### config.mk
export PLATFORM = sky130hd
export DESIGN_NAME = down_counter
export DESIGN_NICKNAME = d
export VERILOG_FILES = /design/src/rtl/down_counter.sv
export SDC_FILE = /design/constraint.sdc
export NUM_CORES = 1
export LEC_CHECK = 0
export BUFFER_PORTS_ARGS = -buffer_cell sky130_fd_sc_hd__buf_2
export CORE_UTILIZATION = 45
export CTS_BUF_LIST = sky130_fd_sc_hd__clkbuf_4 sky130_fd_sc_hd__clkbuf_8
export CTS_CLUSTER_DIAMETER = 80
export DETAILED_ROUTE_END_ITERATION = 12
export GPL_ROUTABILITY_DRIVEN = 0
export GPL_TIMING_DRIVEN = 0
export PLACE_DENSITY = 0.85
export SYNTH_ARGS = -nofsm -noshare
export SYNTH_HDL_FRONTEND = slang
export SYNTH_SLANG_ARGS = --single-unit
export TNS_END_PERCENT = 100
### constraint.sdc
create_clock -name clk -period 1.53 [get_ports clk]
set_input_delay 0.0765 -clock clk [delete_from_list [all_inputs] [get_ports clk]]
set_output_delay 0.0765 -clock clk [all_outputs]
set_load 0.02 [all_outputs]
### src/rtl/down_counter.sv
// Loadable down-counter: counts a loaded value N down to zero on enabled cycles
// and emits a one-cycle done pulse; with RELOAD=1 it restarts from N for periodic ticks.
module down_counter #(
  parameter int unsigned WIDTH  = 8,
  parameter bit          RELOAD = 1'b0
) (
  input  logic             clk,
  input  logic             rst,
  input  logic             load,
  input  logic [WIDTH-1:0] load_value,
  input  logic             enable,
  output logic [WIDTH-1:0] count,
  output logic             busy,
  output logic             done,
  output logic             zero
);

  typedef enum logic {
    IDLE = 1'b0,
    RUN  = 1'b1
  } state_t;

  localparam logic [WIDTH-1:0] CNT_ZERO = '0;
  localparam logic [WIDTH-1:0] CNT_ONE  = {{(WIDTH-1){1'b0}}, 1'b1};

  state_t           state_q, state_d;
  logic [WIDTH-1:0] count_q, count_d;
  logic [WIDTH-1:0] reload_q, reload_d;
  logic             done_q, done_d;

  logic             terminal;
  logic             can_decrement;

  assign terminal      = (count_q == CNT_ONE);
  assign can_decrement = (count_q > CNT_ONE);

  always_ff @(posedge clk or posedge rst) begin
    if (rst) begin
      state_q  <= IDLE;
      count_q  <= '0;
      reload_q <= '0;
      done_q   <= 1'b0;
    end else begin
      state_q  <= state_d;
      count_q  <= count_d;
      reload_q <= reload_d;
      done_q   <= done_d;
    end
  end

  always_comb begin
    state_d  = state_q;
    count_d  = count_q;
    reload_d = reload_q;
    done_d   = 1'b0;

    if (load) begin
      // A load always wins, even over a coincident terminal count.
      count_d  = load_value;
      reload_d = load_value;
      state_d  = (load_value != CNT_ZERO) ? RUN : IDLE;
    end else begin
      unique case (state_q)
        RUN: begin
          if (enable) begin
            if (terminal) begin
              done_d = 1'b1;
              if (RELOAD) begin
                count_d = reload_q;
              end else begin
                count_d = CNT_ZERO;
                state_d = IDLE;
              end
            end else if (can_decrement) begin
              count_d = count_q - CNT_ONE;
            end else begin
              // Zero while running is unreachable; park safely without wrapping.
              count_d = CNT_ZERO;
              state_d = IDLE;
            end
          end
        end
        default: begin
          state_d = IDLE;
        end
      endcase
    end
  end

  assign count = count_q;
  assign busy  = (state_q == RUN);
  assign done  = done_q;
  assign zero  = (count_q == CNT_ZERO);

endmodule

== Yosys cells after proc, flatten, opt, wreduce, memory -nomap -nowiden ==
Index checks and enable logic that the tools add are counted.

* Order comparisons: 1
* $add $sub $neg: 1
* Equality and inequality tests: 1
* Mux-type cells: 15
* Reduce and logical (&&, ||, !) cells: 5

{| class="wikitable"
|+ Operators by type and width
! cell !! number
|-
| 2-to-1 mux 8 bit || 5
|-
| 2-to-1 mux 1 bit || 10
|-
| equality test 8 x 1 -> 1 bit, second input constant || 1
|-
| > comparator 8 x 1 -> 1 bit, second input constant || 1
|-
| logical NOT 8 bit || 1
|-
| nonzero test 8 bit || 1
|-
| subtractor 8 x 1 -> 8 bit, second input constant || 1
|-
| nonzero test 2 bit || 2
|-
| AND reduction 2 bit || 1
|}

* Logic and storage cells: 26
* Register bits: 10
* Input port bits: 12

== Longest topological paths before layout ==
Gate-level depths: netlist of run 1.

* Depth in word-level cells: 6
* Gate-level depth with buffers: 6

== Worst setup path after synthesis of run 1 ==
OpenSTA, ideal clock, no wires.

* Path kind: register to register
* From: register count_q[0] (netlist: count[0])
* To: register count_q[4] (netlist: count[4])
* Setup slack: -166 ps
* Clock period less this slack: 1696 ps
* Required time: 1444 ps
* Stages on the path, launching flop included: 6
* Arrival: 1610 ps
* Buffers on the path: 0
* Path through: dfrtp_1 > inv_1 > ha_1 > o211ai_1 > or4b_1 > a32oi_1

* Word-level cells in the longest chain between the ends: 6

{| class="wikitable"
|+ RTL lines
! element !! RTL line !! source
|-
| from (decl) || 27 || <nowiki>logic [WIDTH-1:0] count_q, count_d;</nowiki>
|-
| from (signal assigned) || 45 || <nowiki>count_q <= count_d;</nowiki>
|-
| subtractor 8 x 1 -> 8 bit or > comparator 8 x 1 -> 1 bit (tied branches) || 75, 35 ||
|-
| 2-to-1 mux 8 bit || 74 || <nowiki>end else if (can_decrement) begin</nowiki>
|-
| 2-to-1 mux 8 bit (*) || 66 || <nowiki>if (terminal) begin</nowiki>
|-
| 2-to-1 mux 8 bit (*) || 65 || <nowiki>if (enable) begin</nowiki>
|-
| 2-to-1 mux 8 bit (*) || 63 || <nowiki>unique case (state_q)</nowiki>
|-
| 2-to-1 mux 8 bit (*) || 57 || <nowiki>if (load) begin</nowiki>
|}

Mark *: on every way between the ends. The rest lies on a longest branch, timed or not. The select of a mux whose other input is x is not followed.
A chain may end at the register's enable or synchronous reset.

== Worst setup path after layout of run 1 ==
* From: register count_q[4] (netlist: count[4])
* To: register count_q[5] (netlist: count[5])

Same word-level chain as after synthesis.

==> impl_metrics.csv, run 1 <==
group,metric,value,unit
worst_setup_path,worstPathArrival,1730,ps
cts,clk_latency,260,ps
power_and_ir_drop,powerDensity,836,nW/µm²
detailed_routing,vias_per_cell,5.89,
logic_synthesis,synthXorXnorAreaFrac,0,%
min_path,min-delay-start,"load_value[0]",
grt,grt_pass1_vias,655,
cts,htreeDepth,1,
grt,antenna_found_initial,0,
grt,grt_max_degree,11,
worst_setup_path,r2r_end,"count[5]",
worst_setup_path,start_kind,"flip-flop",
timing,fin_crit,1590,ps
detailed_routing,vias,772,
layout,final_cell_mix,"buf_2 (25), nand2_1 (10), buf_4 (7)",
cts,cts_inserted_buffers,3,
die,fp-row-count,13,
layout,drive_gt1_share,45.7,%
worst_setup_path,path_max_fanout,10,
logic_synthesis,synthAdderAreaFrac,5.65,%
timing,rsz0062_at_grt,"true",
die,ioPinCount,23,
detailed_routing,dr_wl_met2,833,µm
logic_synthesis,post_synth_and_or_nand_nor_area_fraction,27.7,%
placed_design,hpwl,1180,µm
grt,grt_pass1_wl,2610,µm
power_and_ir_drop,peakVddDrop,0.000536,V
logic_synthesis,ys_warn_count,0,
worst_setup_path,crit_required,1670,ps
logic_synthesis,synth.area.mux_share,0,%
die,die_area,1630,µm²
timing,worst_pin_slew,386,ps
logic_synthesis,yosysUniqueCellTypes,27,
detailed_routing,drtPass1Iterations,4,
detailed_routing,drt_wl_total,1760,µm
run_status,violations,"setup timing",
cts,clkTransAtPathRegs,70,ps
cts,clock_sinks,10,
logic_synthesis,synth.top_cell.area_share,37.7,%
detailed_routing,drtIter0Drc,37,
timing,fin_crit_sh,104,%
detailed_routing,ant_nets,0,
cts,clk_path_buf_depth,2,
min_path,hold_depth,3,
placed_design,dp_slack,-121,ps
worst_setup_path,critPathKind,"reg -> reg",
timing,relSlewSlack,74.2,%
detailed_routing,routedLengthMet1,695,µm
layout,antenna_cells,0,
timing,timing.final.ws_setup,-64.6,ps
job,maxCapViolCount,0,
run_status,status,"finished, violations left",
logic_synthesis,seq_area_frac_synth,37.7,%
die,dieWidth,40.4,µm
power_and_ir_drop,pwr-share-comb,31.4,%
placed_design,portBuffers,22,
logic_synthesis,synth_compound_area_share,22.2,%
die,coreArea,1330,µm²
cts,tritoncts,"done",
power_and_ir_drop,switchingPower,271,µW
timing,whs,31.2,ps
layout,layout_commonest_cell,"buf_2",
logic_synthesis,yosys-top-cells-area,"dfrtp_1 (38%), o21ai_0 (6.8%), ha_1 (5.6%)",
placed_design,numPlacedInstances,119,
logic_synthesis,synth.avg_cell_area,8.10,µm²
timing,setup_viol,8,
timing,fmaxAchievable,627,MHz
min_path,hold-path-endpoint,"count[0]",
grt,grt_util_all_layers,24.2,%
detailed_routing,post-route-drc-count,0,
layout,utilization,70.9,%
layout,synthToLayoutAreaGrowth,42.4,%
worst_setup_path,reg2reg_slack,-60,ps
worst_setup_path,ff2ff_path_depth,5,
power_and_ir_drop,power.internal,520,µW
cts,root_buffer,"clkbuf_4",
timing,report.final.hold_viol_count,0,
min_path,hold_path_class,"in -> reg",
detailed_routing,wl_met3,148,µm
timing,skew,5.04,ps
layout,fin_cells,131,
worst_setup_path,cp-end-kind,"flip-flop",
logic_synthesis,synth_top_family_by_area,"simple AND/OR/NAND/NOR gates",
power_and_ir_drop,p_seq_share,41.9,%
logic_synthesis,synth_area,664,µm²
layout,finalNetCount,132,
logic_synthesis,ys_ff_latch,10,
logic_synthesis,netlist_instances,82,
power_and_ir_drop,pwr-share-clk,26.7,%
detailed_routing,top_layer,"met4",
die,die_y,40.4,µm
power_and_ir_drop,power_switching_share,34.3,%
logic_synthesis,synth_top_cell_by_area,"dfrtp_1",
timing,tns,-275,ps
worst_setup_path,reg2reg_from,"count[4]",
detailed_routing,wl_per_cell,13.4,µm
timing,slew_viol_final,0,
die,start_util,49.8,%
power_and_ir_drop,p_leak,0.000428,µW
logic_synthesis,syn-num-nets,97,
grt,grt-ovfl-total,0,
how the worst max path moves through the flow:
stage	from	endpoint	slack, ps	cells after the start
3_5_place_dp	count[3]	count[7]	-120	4
6_report	count[4]	count[5]	-60	5
3_3_place_gp	count[4]	count[5]	-110	5
4_1_cts	count[1]	count[7]	-10	4
2_1_floorplan	count[0]	count[4]	-20	5
5_1_grt	count[0]	count[4]	-140	5
power groups by stage:
stage                     clock network (µW)  logic [µW]  registers (µW)
after CTS                                211         241             327
after global placement                     0         189             329
after floorplan                            0        97.1             356
after global routing                     221         275             335
after detailed placement                   0         193             331
final                                    211         248             331
metrics by stage:
stage          cell area [µm²]  total power [µW]
2_1_floorplan              674               454
3_3_place_gp               803               518
3_5_place_dp               803               524
4_1_cts                    937               779
5_1_grt                    946               832
6_report                   946               791
final cells by class:
| cell class | instances | area (µm²) |
|---|---|---|
| multi-input combinational | 61 | 422 |
| timing repair buffer | 30 | 173 |
| clock buffer | 4 | 30.0 |
| fill | 106 | 388 |
| tap | 15 | 18.8 |
| inverter | 7 | 26.3 |
| sequential | 10 | 258 |
| buffer | 4 | 18.8 |
registers in the layout, summed over array words and instances (netlist names):
| signal | cells |
|---|---|
| count | 8 |
| done | 1 |
| busy | 1 |
synth_stat cells:
| cell type | instances |
|---|---|
| a211oi_1 | 1 |
| a21boi_0 | 1 |
| a21oi_1 | 6 |
| a22oi_1 | 2 |
| a32oi_1 | 3 |
| and3_1 | 1 |
| buf_2 | 3 |
| clkbuf_1 | 1 |
| dfrtp_1 | 10 |
| ha_1 | 3 |
| inv_1 | 7 |
| nand2_1 | 10 |
| nand2b_1 | 2 |
| nand3_1 | 2 |
| nor2_1 | 5 |
| nor3_1 | 3 |
| nor4_1 | 1 |
| o211ai_1 | 1 |
| o21ai_0 | 9 |
| o311ai_1 | 1 |
| or2_0 | 1 |
| or2_1 | 1 |
| or2b_1 | 1 |
| or3_1 | 1 |
| or3_4 | 1 |
| or4_1 | 4 |
| or4b_1 | 1 |
critical path, cell delays in order (launching register included):
cell	delay (ps)
dfrtp_2	460
nor3_2	340
o211ai_1	170
buf_2	220
a32oi_1	200
o21ai_1	80
cell families after synthesis:
logic type                 count (synthesis)
adders and majority gates                  3
DFF                                       10
AOI/OAI and AO/OA                         24
buffers and inverters                     11
and+or+nand+nor                           34
per-layer routing:
| metal | track usage [%] | vias to the layer above |
|---|---|---|
| met5 | 0 | - |
| li1 | - | 368 |
| met4 | 14.2 | 0 |
| met2 | 40.9 | 43 |
| met3 | 5.00 | 14 |
| met1 | 27.7 | 347 |
what timing repair did:
action / 4_1_cts / 5_1_grt
endpoints found under the setup margin: 9 / 9
hold endpoints to repair: 10 / 0
gates resized for setup: 9 / 3
buffers inserted: 7 / 0
hold buffers: 1 / 0
pin swaps: 6 / 1
cloned: 0 / 0
(Power assumes the default switching activity.)
==> run 2: changes to the inputs <==
--- a/config.mk
+++ b/config.mk
@@ -5,6 +5,7 @@
 export SDC_FILE = /design/constraint.sdc
 export NUM_CORES = 1
 export LEC_CHECK = 0
+export ABC_AREA = 1
 export BUFFER_PORTS_ARGS = -buffer_cell sky130_fd_sc_hd__buf_2
 export CORE_UTILIZATION = 45
 export CTS_BUF_LIST = sky130_fd_sc_hd__clkbuf_4 sky130_fd_sc_hd__clkbuf_8
@@ -12,7 +13,7 @@
 export DETAILED_ROUTE_END_ITERATION = 12
 export GPL_ROUTABILITY_DRIVEN = 0
 export GPL_TIMING_DRIVEN = 0
-export PLACE_DENSITY = 0.85
+export PLACE_DENSITY = 0.84
 export SYNTH_ARGS = -nofsm -noshare
 export SYNTH_HDL_FRONTEND = slang
 export SYNTH_SLANG_ARGS = --single-unit
==> impl_metrics.csv, run 2 <==
group,metric,value,unit
run_status,status,"completed",
die,dieWidth,41.7,µm
power_and_ir_drop,pwr-share-comb,33.2,%
power_and_ir_drop,peakVddDrop,0.000762,V
layout,drive_gt1_share,27.4,%
layout,layout_commonest_cell,"buf_2",
cts,clk_path_buf_depth,2,
power_and_ir_drop,switchingPower,335,µW
layout,synthToLayoutAreaGrowth,25.1,%
die,ioPinCount,23,
cts,tritoncts,"done",
grt,antenna_found_initial,0,
die,start_util,51.2,%
timing,worst_pin_slew,388,ps
detailed_routing,vias_per_cell,5.54,
logic_synthesis,synthArstFlopShare,100,%
timing,report.final.hold_viol_count,0,
cts,clock_sinks,10,
logic_synthesis,yosysUniqueCellTypes,20,
min_path,hold_path_class,"in -> reg",
timing,setup_viol,0,
layout,antenna_cells,0,
worst_setup_path,critPathKind,"reg -> reg",
placed_design,dp_slack,46.5,ps
grt,grt_pass1_vias,660,
logic_synthesis,netlist_instances,97,
detailed_routing,wl_per_cell,12.7,µm
power_and_ir_drop,p_seq_share,37.8,%
logic_synthesis,yosys.cell_count.top_type,"nand2_1",
detailed_routing,drtIter0Drc,40,
logic_synthesis,syn-num-nets,112,
timing,fin_crit_sh,94.2,%
power_and_ir_drop,power.internal,544,µW
timing,fmaxAchievable,694,MHz
logic_synthesis,synth_commonest_cells,"nand2_1 (22), inv_1 (20), dfrtp_1 (10)",
timing,tns,0,ps
power_and_ir_drop,power.total,879,µW
cts,root_buffer,"clkbuf_4",
logic_synthesis,ys.flop_type,"dfrtp_1",
worst_setup_path,worstPathArrival,1610,ps
worst_setup_path,crit_required,1700,ps
cts,clk_latency,270,ps
grt,grt_util_all_layers,20.7,%
die,die_area,1740,µm²
worst_setup_path,start_kind,"flip-flop",
cts,htreeDepth,1,
detailed_routing,ant_nets,0,
logic_synthesis,synth_area,708,µm²
logic_synthesis,synth.avg_cell_area,7.30,µm²
power_and_ir_drop,pwr-share-clk,29.0,%
logic_synthesis,yosys-top-cells-area,"dfrtp_1 (35%), nand2_1 (12%), inv_1 (11%)",
logic_synthesis,ys_ff_latch,10,
grt,grt_pass1_wl,2790,µm
timing,slew_viol_final,0,
logic_synthesis,synth.top_cell.area_share,35.3,%
die,coreArea,1380,µm²
layout,fin_cells,139,
placed_design,hpwl,1250,µm
timing,rsz0062_at_grt,"false",
detailed_routing,drtPass1Iterations,4,
logic_synthesis,seq_area_frac_synth,35.3,%
die,fp-row-count,13,
placed_design,portBuffers,22,
grt,grt_max_degree,11,
die,die_y,41.7,µm
detailed_routing,post-route-drc-count,0,
layout,finalNetCount,140,
worst_setup_path,cp-end-kind,"flip-flop",
placed_design,numPlacedInstances,134,
logic_synthesis,synth-edff-count,0,
job,maxCapViolCount,0,
detailed_routing,vias,770,
power_and_ir_drop,powerDensity,992,nW/µm²
timing,skew,0.619,ps
grt,grt-ovfl-total,0,
detailed_routing,drt_wl_total,1760,µm
logic_synthesis,synth_top_cell_by_area,"dfrtp_1",
cts,clkTransAtPathRegs,80,ps
timing,fin_crit,1440,ps
timing,timing.final.ws_setup,88.4,ps
layout,final_cell_mix,"buf_2 (23), nand2_1 (22), inv_1 (20)",
cts,cts_inserted_buffers,3,
power_and_ir_drop,p_leak,0.000486,µW
timing,relSlewSlack,74.1,%
worst_setup_path,path_max_fanout,6,
layout,largest_reg_flops,8,
power_and_ir_drop,power_switching_share,38.1,%
logic_synthesis,ys_warn_count,0,
run 2: cell count changes after synthesis, moves of 3 or more:
cell	delta
o21ai_0	-6
inv_1	+13
a21oi_1	-6
a32oi_1	-3
o21bai_1	+5
nand4_1	+5
or4_1	-4
nand2_1	+12
nand3_1	+4
o22ai_1	+7
run 2: worst paths after layout:
check / startpoint / to / slack [ps] / cells after the start
min in group asynchronous: rst / count[2] / 320 / 3
worst max register to register: count[0] / count[5] / 90 / 7
max in group asynchronous: rst / busy / 940 / 3
worst min register to register: count[0] / count[0] / 540 / 1
worst min-delay path: load / busy / 70 / 3
worst max-delay path: count[0] / count[5] / 90 / 7
run 2: power groups by stage:
| stage | combinational (µW) | sequential, µW | clock, µW |
|---|---|---|---|
| final | 292 | 332 | 255 |
| after global routing | 318 | 336 | 268 |
| after CTS | 289 | 331 | 249 |
| after detailed placement | 283 | 337 | 0 |
| after global placement | 272 | 334 | 0 |
| after floorplan | 165 | 367 | 0 |
run 2: layer usage:
| metal | GRT usage [%] | wire length (µm) | vias to the layer above | share of wire [%] |
|---|---|---|---|---|
| li1 | - | - | 367 | - |
| met1 | 28.4 | 733 | 352 | 42 |
| met2 | 33.8 | 863 | 49 | 49 |
| met3 | 3.91 | 157 | 2 | 8.9 |
| met4 | 4.52 | 6 | 0 | 0.34 |
| met5 | 0 | 0 | - | 0 |
run 2: final cells by class:
| cell class | instances | area, µm² |
|---|---|---|
| fill | 117 | 497 |
| multi-input combinational | 65 | 377 |
| sequential | 10 | 250 |
| timing repair buffer | 23 | 120 |
| inverter | 21 | 78.8 |
| clock buffer | 4 | 36.3 |
| tap | 15 | 18.8 |
| buffer | 1 | 5.00 |
run 2: logic make-up (layout without fill, tap and decap cells):
logic type	after synthesis	count (layout)	synth area share [%]
adders and majority gates	3	3	5.30
buffers and inverters	22	49	11.8
xor gates and xnor gates	2	2	2.47
DFF	10	10	35.3
AOI/OAI and AO/OA	17	17	17.5
and+or+nand+nor	43	43	27.6
run 2: stage by stage:
step	util (%)	hold WS, ps	area [µm²]
final	64.1	70.3	886
after global routing	64.1	67.0	886
after CTS	63.9	69.1	883
after detailed placement	60.5	79.4	837
after global placement	60.5	76.2	837
after floorplan	-	-83.3	708
run 2: timing repair:
action / 4_1_cts / 5_1_grt
hold buffers: 1 / 0
gates resized for setup: 0 / 1
setup buffers: 0 / 0
hold endpoints to repair: 10 / 0
endpoints found under the setup margin: 0 / 3
run 2: critical path, stage by stage, from the launching register on:
cell      delay (ps)
dfrtp_1          420
inv_1            120
ha_2             260
o21ai_2          110
o21bai_4         210
inv_2             80
nand2_1           70
nand2_1           60
==> run 3: changes to the inputs <==
--- a/config.mk
+++ b/config.mk
@@ -13,7 +13,7 @@
 export DETAILED_ROUTE_END_ITERATION = 12
 export GPL_ROUTABILITY_DRIVEN = 0
 export GPL_TIMING_DRIVEN = 0
-export PLACE_DENSITY = 0.84
+export PLACE_DENSITY = 0.83
 export SYNTH_ARGS = -nofsm -noshare
 export SYNTH_HDL_FRONTEND = slang
 export SYNTH_SLANG_ARGS = --single-unit
==> constraint.sdc (replaced) <==
create_clock -name clk -period 1.2 [get_ports clk]
set_input_delay 0.06 -clock clk [delete_from_list [all_inputs] [get_ports clk]]
set_output_delay 0.06 -clock clk [all_outputs]
set_load 0.02 [all_outputs]
==> impl_metrics.csv, run 3 (synthesis gave the netlist of run 2 again) <==
group,metric,value,unit
layout,utilization,73.8,%
grt,grt_max_degree,11,
timing,slew_viol_final,0,
placed_design,hpwl,1280,µm
detailed_routing,drtIter0Drc,32,
min_path,hold_path_class,"in -> reg",
cts,tritoncts,"done",
layout,drive_gt1_share,41.4,%
die,start_util,51.2,%
worst_setup_path,cp-end-kind,"primary output",
die,coreArea,1380,µm²
power_and_ir_drop,powerDensity,1180,nW/µm²
layout,finalNetCount,144,
grt,grt-ovfl-total,0,
worst_setup_path,crit_required,1140,ps
timing,tns,-766,ps
timing,report.final.hold_viol_count,0,
worst_setup_path,path_cells,"inv_4 -> ha_4 -> nand2_4 -> nor2_4 -> buf_6",
layout,synthToLayoutAreaGrowth,44.2,%
detailed_routing,drtPass1Iterations,4,
die,fp-row-count,13,
cts,htreeDepth,1,
cts,clk_path_buf_depth,2,
layout,antenna_cells,0,
placed_design,numPlacedInstances,134,
placed_design,portBuffers,22,
detailed_routing,drt_wl_total,2040,µm
job,maxCapViolCount,0,
layout,final_cell_mix,"buf_2 (22), nand2_1 (20), inv_1 (18)",
detailed_routing,ant_nets,0,
timing,fmaxAchievable,738,MHz
timing,timing.final.ws_setup,-154,ps
worst_setup_path,path_max_fanout,4,
layout,fin_cells,143,
timing,rsz0062_at_grt,"true",
die,dieWidth,41.7,µm
worst_setup_path,start_kind,"flip-flop",
timing,setup_viol,10,
power_and_ir_drop,peakVddDrop,0.000935,V
cts,clkTransAtPathRegs,80,ps
grt,antenna_found_initial,0,
die,die_y,41.7,µm
timing,skew,17.0,ps
timing,worst_pin_slew,396,ps
cts,cts_inserted_buffers,3,
worst_setup_path,critPathKind,"reg -> out",
worst_setup_path,worstPathArrival,1290,ps
timing,fin_crit,1350,ps
layout,layout_commonest_cell,"buf_2",
detailed_routing,vias,787,
grt,grt_pass1_vias,721,
run_status,status,"finished, violations left",
cts,clk_latency,280,ps
die,ioPinCount,23,
worst_setup_path,cpMaxStageDelayCell,"dfrtp_2",
worst_setup_path,slowest_delay,480,ps
run_status,violations,"setup timing",
layout,largest_reg_flops,8,
grt,grt_util_all_layers,26.2,%
cts,clock_sinks,10,
detailed_routing,post-route-drc-count,0,
power_and_ir_drop,p_leak,0.000521,µW
detailed_routing,vias_per_cell,5.50,
timing,fin_crit_sh,113,%
detailed_routing,wl_per_cell,14.3,µm
cts,root_buffer,"clkbuf_4",
timing,relSlewSlack,73.6,%
die,die_area,1740,µm²
grt,grt_pass1_wl,3350,µm
==> run 3: worst max-delay path, delay by kind of cell, from the launching register on <==
family / cells / cell delay, ps
flip-flops: 1 / 480
buffers and inverters: 2 / 230
AND/OR/NAND/NOR: 2 / 160
adder cells (fa/ha/maj): 1 / 150
==> run 3: path summary, 6_finish.rpt <==
kind	start	endpoint	slack, ps	cells after the start
worst max-delay path	count[0]	zero	-150	5
worst min-delay path	load	busy	20	3
worst max register to register	count[0]	count[7]	-120	7
worst min register to register	busy	busy	620	2
max in group asynchronous	rst	count[5]	580	3
min in group asynchronous	rst	done	290	3
==> run 3: layout make-up <==
type                       count  area (µm²)
timing repair buffer          27         160
fill                         102         362
tap                           15        18.8
multi-input combinational     65         464
buffer                         1        5.00
sequential                    10         256
inverter                      21        86.3
clock buffer                   4        30.0
==> run 3: per-stage QoR <==
stage               setup slack, ps  power, µW  area, µm²  hold slack [ps]
global route                   -203       1280       1020             60.9
finish                         -154       1200       1020             24.1
floorplan                     -28.6        695        726             -100
detailed placement             -116        803        855             66.4
global placement              -92.8        789        855             59.1
CTS                            -113       1160        978             31.6
==> run 3: what timing repair did <==
item / in CTS / in global routing
setup endpoints to repair: 10 / 10
pin swaps: 7 / 9
endpoints found under the hold margin: 10 / 0
resized for setup: 13 / 10
setup buffers: 4 / 0
hold buffers: 1 / 0
==> run 3: metal layers <==
| layer | wire, µm | global-route usage [%] | part of all wire [%] | vias up |
|---|---|---|---|---|
| li1 | - | - | - | 381 |
| met1 | 785 | 32.0 | 38 | 354 |
| met2 | 1030 | 41.6 | 50 | 44 |
| met3 | 151 | 6.09 | 7.4 | 8 |
| met4 | 76 | 15.5 | 3.7 | 0 |
| met5 | 0 | 0 | 0 | - |
==> run 3: power by group <==
part,total (µW),leakage (µW),internal [µW],switching [µW]
registers,447,0.000116,378,69.1
logic,478,0.000386,195,282
clock network,280,0.0000184,151,129
